File: src/rtl/id_exe_pipe_reg_if.sv
// rtl/id_exe_pipe_reg_if.sv - ID-side fields into the ID/EXE register and registered copies out
interface id_exe_pipe_reg_if #(
  parameter int XLEN = 32,
  parameter int RA_W = 5
);
  logic            ID_valid;
  logic [RA_W-1:0] ID_read_reg1;
  logic [RA_W-1:0] ID_read_reg2;
  logic            ID_use_rs1;
  logic            ID_use_rs2;
  logic [XLEN-1:0] ID_ALU_A;
  logic [XLEN-1:0] ID_ALU_B;
  logic [XLEN-1:0] ID_data_out;
  logic            ID_mem_w;
  logic            ID_mem_r;
  logic            ID_reg_write;
  logic [RA_W-1:0] ID_written_reg;
  logic [XLEN-1:0] ID_pc;

  logic            ID_EXE_valid;
  logic [RA_W-1:0] ID_EXE_read_reg1;
  logic [RA_W-1:0] ID_EXE_read_reg2;
  logic            ID_EXE_use_rs1;
  logic            ID_EXE_use_rs2;
  logic [XLEN-1:0] ID_EXE_ALU_A;
  logic [XLEN-1:0] ID_EXE_ALU_B;
  logic [XLEN-1:0] ID_EXE_data_out;
  logic            ID_EXE_mem_w;
  logic            ID_EXE_mem_r;
  logic            ID_EXE_reg_write;
  logic [RA_W-1:0] ID_EXE_written_reg;
  logic [XLEN-1:0] ID_EXE_pc;

  modport master (
    output ID_valid, ID_read_reg1, ID_read_reg2, ID_use_rs1, ID_use_rs2,
           ID_ALU_A, ID_ALU_B, ID_data_out, ID_mem_w, ID_mem_r,
           ID_reg_write, ID_written_reg, ID_pc,
    input  ID_EXE_valid, ID_EXE_read_reg1, ID_EXE_read_reg2, ID_EXE_use_rs1,
           ID_EXE_use_rs2, ID_EXE_ALU_A, ID_EXE_ALU_B, ID_EXE_data_out,
           ID_EXE_mem_w, ID_EXE_mem_r, ID_EXE_reg_write, ID_EXE_written_reg,
           ID_EXE_pc
  );

  modport slave (
    input  ID_valid, ID_read_reg1, ID_read_reg2, ID_use_rs1, ID_use_rs2,
           ID_ALU_A, ID_ALU_B, ID_data_out, ID_mem_w, ID_mem_r,
           ID_reg_write, ID_written_reg, ID_pc,
    output ID_EXE_valid, ID_EXE_read_reg1, ID_EXE_read_reg2, ID_EXE_use_rs1,
           ID_EXE_use_rs2, ID_EXE_ALU_A, ID_EXE_ALU_B, ID_EXE_data_out,
           ID_EXE_mem_w, ID_EXE_mem_r, ID_EXE_reg_write, ID_EXE_written_reg,
           ID_EXE_pc
  );
endinterface

File: src/rtl/id_exe_pipe_reg.sv
// rtl/id_exe_pipe_reg.sv - ID/EXE pipeline register with load-use bubble insertion
// Flush and load-use load an all-zero bubble; mem_stall freezes the stage.
module id_exe_pipe_reg #(
  parameter int XLEN  = 32,
  parameter int RA_W  = 5,
  parameter int CNT_W = 32
) (
  input  logic               clk,
  input  logic               rst,
  id_exe_pipe_reg_if.slave   bus,
  input  logic               flush,
  input  logic               mem_stall,
  output logic               stall_ID,
  output logic [CNT_W-1:0]   bubble_cnt
);

  typedef struct packed {
    logic            valid;
    logic [RA_W-1:0] read_reg1;
    logic [RA_W-1:0] read_reg2;
    logic            use_rs1;
    logic            use_rs2;
    logic [XLEN-1:0] alu_a;
    logic [XLEN-1:0] alu_b;
    logic [XLEN-1:0] data_out;
    logic            mem_w;
    logic            mem_r;
    logic            reg_write;
    logic [RA_W-1:0] written_reg;
    logic [XLEN-1:0] pc;
  } stage_t;

  stage_t            id_fields;
  stage_t            stage_d;
  stage_t            stage_q;
  logic [CNT_W-1:0]  bubble_cnt_d;
  logic [CNT_W-1:0]  bubble_cnt_q;
  logic              lu;
  logic              rs1_hit;
  logic              rs2_hit;

  always_comb begin
    id_fields.valid       = bus.ID_valid;
    id_fields.read_reg1   = bus.ID_read_reg1;
    id_fields.read_reg2   = bus.ID_read_reg2;
    id_fields.use_rs1     = bus.ID_use_rs1;
    id_fields.use_rs2     = bus.ID_use_rs2;
    id_fields.alu_a       = bus.ID_ALU_A;
    id_fields.alu_b       = bus.ID_ALU_B;
    id_fields.data_out    = bus.ID_data_out;
    id_fields.mem_w       = bus.ID_mem_w;
    id_fields.mem_r       = bus.ID_mem_r;
    id_fields.reg_write   = bus.ID_reg_write;
    id_fields.written_reg = bus.ID_written_reg;
    id_fields.pc          = bus.ID_pc;
  end

  // x0 is never a real destination, so a load to it cannot create a hazard.
  assign rs1_hit = bus.ID_use_rs1 && (stage_q.written_reg == bus.ID_read_reg1);
  assign rs2_hit = bus.ID_use_rs2 && (stage_q.written_reg == bus.ID_read_reg2);
  assign lu      = stage_q.mem_r && bus.ID_valid &&
                   (stage_q.written_reg != '0) && (rs1_hit || rs2_hit);

  always_comb begin
    stage_d      = stage_q;
    bubble_cnt_d = bubble_cnt_q;
    if (!mem_stall) begin
      if (flush || lu) begin
        stage_d      = '0;
        bubble_cnt_d = bubble_cnt_q + CNT_W'(1);
      end else begin
        stage_d      = id_fields;
      end
    end
  end

  always_ff @(posedge clk) begin
    if (rst) begin
      stage_q      <= '0;
      bubble_cnt_q <= '0;
    end else begin
      stage_q      <= stage_d;
      bubble_cnt_q <= bubble_cnt_d;
    end
  end

  // A flushed ID instruction is being squashed anyway, so it is not held.
  assign stall_ID   = !rst && (mem_stall || (lu && !flush));
  assign bubble_cnt = bubble_cnt_q;

  assign bus.ID_EXE_valid       = stage_q.valid;
  assign bus.ID_EXE_read_reg1   = stage_q.read_reg1;
  assign bus.ID_EXE_read_reg2   = stage_q.read_reg2;
  assign bus.ID_EXE_use_rs1     = stage_q.use_rs1;
  assign bus.ID_EXE_use_rs2     = stage_q.use_rs2;
  assign bus.ID_EXE_ALU_A       = stage_q.alu_a;
  assign bus.ID_EXE_ALU_B       = stage_q.alu_b;
  assign bus.ID_EXE_data_out    = stage_q.data_out;
  assign bus.ID_EXE_mem_w       = stage_q.mem_w;
  assign bus.ID_EXE_mem_r       = stage_q.mem_r;
  assign bus.ID_EXE_reg_write   = stage_q.reg_write;
  assign bus.ID_EXE_written_reg = stage_q.written_reg;
  assign bus.ID_EXE_pc          = stage_q.pc;

endmodule

File: src/flat_wrapper.sv
// flat-port wrapper written by rule: the top's interface ports become plain ports
module id_exe_pipe_reg_flat 
#(
  parameter int XLEN  = 32,
  parameter int RA_W  = 5,
  parameter int CNT_W = 32
)
  (clk, rst, flush, mem_stall, stall_ID, bubble_cnt, bus_ID_valid, bus_ID_read_reg1, bus_ID_read_reg2, bus_ID_use_rs1, bus_ID_use_rs2, bus_ID_ALU_A, bus_ID_ALU_B, bus_ID_data_out, bus_ID_mem_w, bus_ID_mem_r, bus_ID_reg_write, bus_ID_written_reg, bus_ID_pc, bus_ID_EXE_valid, bus_ID_EXE_read_reg1, bus_ID_EXE_read_reg2, bus_ID_EXE_use_rs1, bus_ID_EXE_use_rs2, bus_ID_EXE_ALU_A, bus_ID_EXE_ALU_B, bus_ID_EXE_data_out, bus_ID_EXE_mem_w, bus_ID_EXE_mem_r, bus_ID_EXE_reg_write, bus_ID_EXE_written_reg, bus_ID_EXE_pc);
  id_exe_pipe_reg_if #(.XLEN(XLEN), .RA_W(RA_W)) bus_i ();
  input  logic clk;
  input  logic rst;
  input  logic flush;
  input  logic mem_stall;
  output logic stall_ID;
  output logic [CNT_W-1:0] bubble_cnt;
  input wire logic [$bits(bus_i.ID_valid)-1:0] bus_ID_valid;
  input wire logic [$bits(bus_i.ID_read_reg1)-1:0] bus_ID_read_reg1;
  input wire logic [$bits(bus_i.ID_read_reg2)-1:0] bus_ID_read_reg2;
  input wire logic [$bits(bus_i.ID_use_rs1)-1:0] bus_ID_use_rs1;
  input wire logic [$bits(bus_i.ID_use_rs2)-1:0] bus_ID_use_rs2;
  input wire logic [$bits(bus_i.ID_ALU_A)-1:0] bus_ID_ALU_A;
  input wire logic [$bits(bus_i.ID_ALU_B)-1:0] bus_ID_ALU_B;
  input wire logic [$bits(bus_i.ID_data_out)-1:0] bus_ID_data_out;
  input wire logic [$bits(bus_i.ID_mem_w)-1:0] bus_ID_mem_w;
  input wire logic [$bits(bus_i.ID_mem_r)-1:0] bus_ID_mem_r;
  input wire logic [$bits(bus_i.ID_reg_write)-1:0] bus_ID_reg_write;
  input wire logic [$bits(bus_i.ID_written_reg)-1:0] bus_ID_written_reg;
  input wire logic [$bits(bus_i.ID_pc)-1:0] bus_ID_pc;
  output wire logic [$bits(bus_i.ID_EXE_valid)-1:0] bus_ID_EXE_valid;
  output wire logic [$bits(bus_i.ID_EXE_read_reg1)-1:0] bus_ID_EXE_read_reg1;
  output wire logic [$bits(bus_i.ID_EXE_read_reg2)-1:0] bus_ID_EXE_read_reg2;
  output wire logic [$bits(bus_i.ID_EXE_use_rs1)-1:0] bus_ID_EXE_use_rs1;
  output wire logic [$bits(bus_i.ID_EXE_use_rs2)-1:0] bus_ID_EXE_use_rs2;
  output wire logic [$bits(bus_i.ID_EXE_ALU_A)-1:0] bus_ID_EXE_ALU_A;
  output wire logic [$bits(bus_i.ID_EXE_ALU_B)-1:0] bus_ID_EXE_ALU_B;
  output wire logic [$bits(bus_i.ID_EXE_data_out)-1:0] bus_ID_EXE_data_out;
  output wire logic [$bits(bus_i.ID_EXE_mem_w)-1:0] bus_ID_EXE_mem_w;
  output wire logic [$bits(bus_i.ID_EXE_mem_r)-1:0] bus_ID_EXE_mem_r;
  output wire logic [$bits(bus_i.ID_EXE_reg_write)-1:0] bus_ID_EXE_reg_write;
  output wire logic [$bits(bus_i.ID_EXE_written_reg)-1:0] bus_ID_EXE_written_reg;
  output wire logic [$bits(bus_i.ID_EXE_pc)-1:0] bus_ID_EXE_pc;
  assign bus_i.ID_valid = bus_ID_valid;
  assign bus_i.ID_read_reg1 = bus_ID_read_reg1;
  assign bus_i.ID_read_reg2 = bus_ID_read_reg2;
  assign bus_i.ID_use_rs1 = bus_ID_use_rs1;
  assign bus_i.ID_use_rs2 = bus_ID_use_rs2;
  assign bus_i.ID_ALU_A = bus_ID_ALU_A;
  assign bus_i.ID_ALU_B = bus_ID_ALU_B;
  assign bus_i.ID_data_out = bus_ID_data_out;
  assign bus_i.ID_mem_w = bus_ID_mem_w;
  assign bus_i.ID_mem_r = bus_ID_mem_r;
  assign bus_i.ID_reg_write = bus_ID_reg_write;
  assign bus_i.ID_written_reg = bus_ID_written_reg;
  assign bus_i.ID_pc = bus_ID_pc;
  assign bus_ID_EXE_valid = bus_i.ID_EXE_valid;
  assign bus_ID_EXE_read_reg1 = bus_i.ID_EXE_read_reg1;
  assign bus_ID_EXE_read_reg2 = bus_i.ID_EXE_read_reg2;
  assign bus_ID_EXE_use_rs1 = bus_i.ID_EXE_use_rs1;
  assign bus_ID_EXE_use_rs2 = bus_i.ID_EXE_use_rs2;
  assign bus_ID_EXE_ALU_A = bus_i.ID_EXE_ALU_A;
  assign bus_ID_EXE_ALU_B = bus_i.ID_EXE_ALU_B;
  assign bus_ID_EXE_data_out = bus_i.ID_EXE_data_out;
  assign bus_ID_EXE_mem_w = bus_i.ID_EXE_mem_w;
  assign bus_ID_EXE_mem_r = bus_i.ID_EXE_mem_r;
  assign bus_ID_EXE_reg_write = bus_i.ID_EXE_reg_write;
  assign bus_ID_EXE_written_reg = bus_i.ID_EXE_written_reg;
  assign bus_ID_EXE_pc = bus_i.ID_EXE_pc;
  id_exe_pipe_reg #(.XLEN(XLEN), .RA_W(RA_W), .CNT_W(CNT_W)) u_core (.clk(clk), .rst(rst), .bus(bus_i), .flush(flush), .mem_stall(mem_stall), .stall_ID(stall_ID), .bubble_cnt(bubble_cnt));
endmodule
File: config.mk
export PLATFORM = sky130hd
export DESIGN_NAME = id_exe_pipe_reg_flat
export DESIGN_NICKNAME = d
export VERILOG_FILES = /design/src/rtl/id_exe_pipe_reg_if.sv /design/src/rtl/id_exe_pipe_reg.sv /design/src/flat_wrapper.sv
export SDC_FILE = /design/constraint.sdc
export NUM_CORES = 1
export LEC_CHECK = 0
export BUFFER_PORTS_ARGS = -buffer_cell sky130_fd_sc_hd__buf_2
export CAP_MARGIN = 20
export CORE_MARGIN = 5
export CORE_UTILIZATION = 44
export DETAILED_ROUTE_END_ITERATION = 10
export GPL_TIMING_DRIVEN = 1
export PLACE_DENSITY = 0.78
export SETUP_SLACK_MARGIN = 0.02
export SLEW_MARGIN = 20
export SYNTH_ARGS = -nofsm -noshare
export SYNTH_HDL_FRONTEND = slang
export SYNTH_SLANG_ARGS = --single-unit
export TNS_END_PERCENT = 1
File: constraint.sdc
create_clock -name clk -period 2.5 [get_ports clk]
set_clock_uncertainty 0.1 [all_clocks]
set_input_delay 0.25 -clock clk [delete_from_list [all_inputs] [get_ports clk]]
set_output_delay 0.25 -clock clk [all_outputs]
set_load 0.02 [all_outputs]
; ---- Yosys cells after proc, flatten, opt, wreduce, memory -nomap -nowiden
; Cells that the tools add are included.
[op_classes]
mux = 1
n_reduce_logical = 14
n_bitwise = 1
addsub = 1
eq_ne = 2
[ops]
columns = cell, count
row1 = $mux 149, 1
row2 = $add 32x1->32 const B, 1
row3 = $eq 5x5->1, 2
row4 = $logic_and 1x1->1, 7
row5 = $reduce_bool 5->1, 1
row6 = $logic_or 1x1->1, 3
row7 = $logic_not 1->1, 2
row8 = $reduce_and 2->1, 1
row9 = $not 1->1, 1
[totals]
word_cells = 33
output_inout_bits = 182
register_bits = 181
input_bits = 153

; ---- Depth between registers and ports, before layout
[logic_depth]
word_depth = 7
ltp_mapped = 8
mapped_depth_nobuf = 7

; ---- Worst setup path before layout
; OpenSTA, ideal clock, no wires.
[synth_timing]
path_type = flip-flop to flip-flop
start = register u_core.stage_q (netlist bit u_core.bus.ID_EXE_written_reg[4])
end = register u_core.bubble_cnt_q[30], in the netlist u_core.bubble_cnt[30]
slack_ns = 0.278
arrival_time_ns = 2.051
path_stages_with_launch = 7
setup_ns = 0.071
synth_period_minus_slack_ns = 2.222
required_ns = 2.329
n_path_buf = 0
cell_sequence = dfxtp_1 xnor2_1 nand4_1 o22ai_2 a31oi_2 or4_1 a21oi_1
[synth_between]
elab_chain_len = 6
elab_cells_between_ends = 10
classes_between = eq/ne (2) / reduce/logical (8)
[synth_rtl]
columns = item, line
row1 = start: declaration, id_exe_pipe_reg.sv:35  ; stage_t stage_q;
row2 = start signal: assignment, id_exe_pipe_reg.sv:82  ; stage_q <= stage_d;
row3 = "$eq 5x5->1, on equally long branches", "id_exe_pipe_reg.sv:59, id_exe_pipe_reg.sv:60"
row4 = "$logic_and 1x1->1, on equally long branches", "id_exe_pipe_reg.sv:59, id_exe_pipe_reg.sv:60"
row5 = $logic_or 1x1->1, id_exe_pipe_reg.sv:62  ; (stage_q.written_reg != '0) && (rs1_hit || rs2_hit);
row6 = $logic_and 1x1->1 (*), id_exe_pipe_reg.sv:62
row7 = $logic_or 1x1->1 (*), id_exe_pipe_reg.sv:68  ; if (flush || lu) begin
row8 = $reduce_and 2->1 (no line) (*), n/a
row9 = end signal: assignment, id_exe_pipe_reg.sv:83  ; bubble_cnt_q <= bubble_cnt_d;
row10 = end: declaration, id_exe_pipe_reg.sv:37  ; logic [CNT_W-1:0] bubble_cnt_q;
; Mark *: on every way between the ends. The rest lies on a longest branch, timed or not.
; A chain may end at the register's enable or synchronous reset.

; ---- Worst setup path in the final report
[layout_timing]
start = register u_core.stage_q (netlist bit u_core.bus.ID_EXE_written_reg[0])
end = output stall_ID
[layout_between]
elab_chain_len = 7
elab_cells_between_ends = 11
classes_between = eq/ne (2) / reduce/logical (9)
[layout_rtl]
columns = item, line
row1 = "$eq 5x5->1, on equally long branches", "id_exe_pipe_reg.sv:59, id_exe_pipe_reg.sv:60"
row2 = "$logic_and 1x1->1, on equally long branches", "id_exe_pipe_reg.sv:59, id_exe_pipe_reg.sv:60"
row3 = $logic_or 1x1->1, id_exe_pipe_reg.sv:62
row4 = $logic_and 1x1->1 (*), id_exe_pipe_reg.sv:62
row5 = $logic_and 1x1->1 (*), id_exe_pipe_reg.sv:88  ; assign stall_ID = !rst && (mem_stall || (lu && !flush));
row6 = $logic_or 1x1->1 (*), id_exe_pipe_reg.sv:88
row7 = $logic_and 1x1->1 (*), id_exe_pipe_reg.sv:88
row8 = end: declaration, flat_wrapper.sv:14  ; output logic stall_ID;
; Marks and branches as above.

==> metrics.md <==
| Metric | Value |
|---|---|
| Outcome | `finished clean` |
| Worst hold-check path type | `in -> reg` |
| Setup TNS | `0 ns` |
| FF-to-FF path depth | `7` |
| WP data required | `2.15 ns` |
| Post-synth top flop | `dfxtp_1` |
| Final Critical Period | `2.41 ns` |
| Via/cell ratio | `5.44` |
| Synth async-reset ratio | `0%` |
| Post-synth EDFFs | `0` |
| Top-Level Pins | `335` |
| Total GRT Usage | `26.8%` |
| Period utilization | `96.3%` |
| Max cap viols | `0` |
| Mean post-synth cell area | `9.29 um2` |
| FP Rows | `45` |
| Initial antenna violation count | `0` |
| TritonCTS clock tree | `done` |
| VDD IR max | `0.499 mV` |
| WL/cell | `17.9 um` |
| Routed WL | `24700 um` |
| DR pass1 iterations | `5` |
| Sequential cell area fraction in the yosys report | `54.3%` |
| Worst-path clk slew | `0.06 ns` |
| Final Wtd Congestion | `0.816` |
| Max-Slew Margin vs Limit | `56.7%` |
| Placed Cells | `1203` |
| Most frequent cells in the layout | `332 x buf_2, 180 x dfxtp_1, 163 x nor2_1` |
| CORE AREA | `15000 um2` |
| Initial core utilization | `44.4%` |
| CTS sink cnt | `181` |
| Residual DRC | `0` |
| Yosys synthesis warning count | `0` |
| Total grt overflow | `0` |
| Area grow syn2layout | `59.3%` |
| Max stage delay on crit path | `0.56 ns` |
| RSZ-0062 raised after global routing | `false` |
| Pleak | `4.87 nW` |
| Crit path kind | `reg -> out` |
| Die area | `17700 um2` |
| I/O Buffers | `334` |
| Vias in the first global route | `7633` |
| Final Hold Violating Endpoints | `0` |
| Flops & latches, synth | `181` |
| Cell variety after synth | `39` |
| Clk root buf | `clkbuf_16` |
| Max Fclk | `415 MHz` |
| Clock H-tree levels | `4` |
| Global-route wire length before repair | `38400 um` |
| Mapped Nets | `872` |
| Vias | `7483` |
| Hold path depth | `3` |
| Pwr Density | `640 nW/um2` |
| Endpoint type of the worst setup path | `output pin` |
| Layout cells sized above 1 | `33.2%` |
| DIE WIDTH | `133 um` |
| Most common cell after layout, fill and taps aside | `buf_2` |
| Synthesized cell area | `6670 um2` |
| Final hold slack | `0.0108 ns` |
| Layout Nets | `1329` |
| WP data arrival | `2.06 ns` |
| CTS buffer count | `17` |
| Dpl hpwl | `14900 um` |
| Layout Cells excl Fill | `1376` |
| Final Max Tran Viols | `0` |
| CP cell instances | `or4_4, o211a_4, a31oi_1, nor2_1, buf_2` |
| Post-route ant nets | `0` |
| Worst-Margin Slew | `0.650 ns` |
| Die Y | `133 um` |
| Largest net degree at the start of global routing | `150` |
| Startpoint class of the critical path | `flip-flop` |
| Crit path max-delay cell type | `or4_4` |
| Setup-failing EPs final | `0` |
| DR iter-0 viols | `522` |
| Post-Syn Instances | `718` |
| Ant. Diodes | `0` |
| Worst-Skew Late Latency | `0.42 ns` |
| Peak fanout along the critical path | `6` |
| Max clock buf depth | `2` |
==> what timing repair did <==
| action | 4_1_cts | 5_1_grt |
|---|---|---|
| gates resized for setup | 2 | 2 |
| hold buffers | 140 | 0 |
| endpoints found under the hold margin | 140 | 0 |
| setup buffers | 0 | 1 |
| endpoints found under the setup margin | 1 | 5 |
| pin swaps | 0 | 1 |
==> metal layers <==
layer	global-route usage, %	up-vias	part of all wire [%]
li1	-	3503	-
met3	9.74	96	9.6
met1	28.5	3491	35
met2	46.6	393	50
met5	0	-	0
met4	14.0	0	5.0
==> report_power, final <==
part	leakage, nW	switching, W	total, W	internal (W)
registers	1.47	0.0000561	0.00303	0.00298
logic	3.08	0.000464	0.000885	0.000421
clock network	0.315	0.00112	0.00288	0.00176
==> cells by family (layout without fill, tap and decap cells) <==
group	after synthesis	in the layout	share of synthesized area [%]
xor+xnor	14	14	1.84
fa+ha+maj	1	1	0.187
buf+inv	64	534	4.41
simple gates	243	243	16.0
compound gates	213	213	23.0
flops	181	181	54.3
mux	2	2	0.319
==> path summary, 6_finish.rpt <==
| kind | startpoint | endpoint | slack [ns] |
|---|---|---|---|
| worst max-delay path | u_core.bus.ID_EXE_written_reg[0] | stall_ID | 0.09 |
| worst min-delay path | bus_ID_read_reg2[1] | u_core.bus.ID_EXE_read_reg2[1] | 0.01 |
| worst max register to register | u_core.bus.ID_EXE_written_reg[0] | u_core.bus.ID_EXE_data_out[6] | 0.12 |
| worst min register to register | u_core.bubble_cnt[31] | u_core.bubble_cnt[31] | 0.39 |
==> metrics by stage <==
step,utilization [%],setup slack [ns],total power (W),area [um2]
finish,70.7,0.0919,0.00680,10600
global route,70.7,0.0310,0.00705,10600
CTS,70.6,0.0555,0.00683,10600
detailed placement,57.0,0.0839,0.00377,8560
global placement,57.0,0.147,0.00376,8560
floorplan,-,0.278,0.00347,6670
==> synth_stat cells, drive strengths merged (6+ instances only) <==
cell | n | area, um2
or3 | 20 | 125
o31ai | 7 | 52.6
nand4 | 9 | 56.3
a22oi | 149 | 1120
nor2 | 163 | 612
nand3 | 14 | 70.1
and3 | 6 | 37.5
a21oi | 24 | 120
dfxtp | 181 | 3620
inv | 6 | 22.5
nand2 | 15 | 56.3
clkbuf | 40 | 150
buf | 18 | 121
xnor2 | 12 | 105
o21ai | 17 | 85.1
==> critical path, delay by kind of cell, from the launching register on <==
kind,cells,cell delay (ns)
AOI/OAI and AO/OA,2,0.48
buffers and inverters,1,0.19
DFF,1,0.35
and+or+nand+nor,2,0.62
==> area by class of cell <==
| type | count | area (um2) |
|---|---|---|
| repair buffers | 496 | 3340 |
| clock inverters | 11 | 171 |
| inverters | 6 | 22.5 |
| multi-input cells | 473 | 2770 |
| flip-flops and latches | 181 | 3620 |
| fillers | 1046 | 4400 |
| well taps | 188 | 235 |
| clock buffers | 21 | 470 |
(Power assumes the default switching activity.)
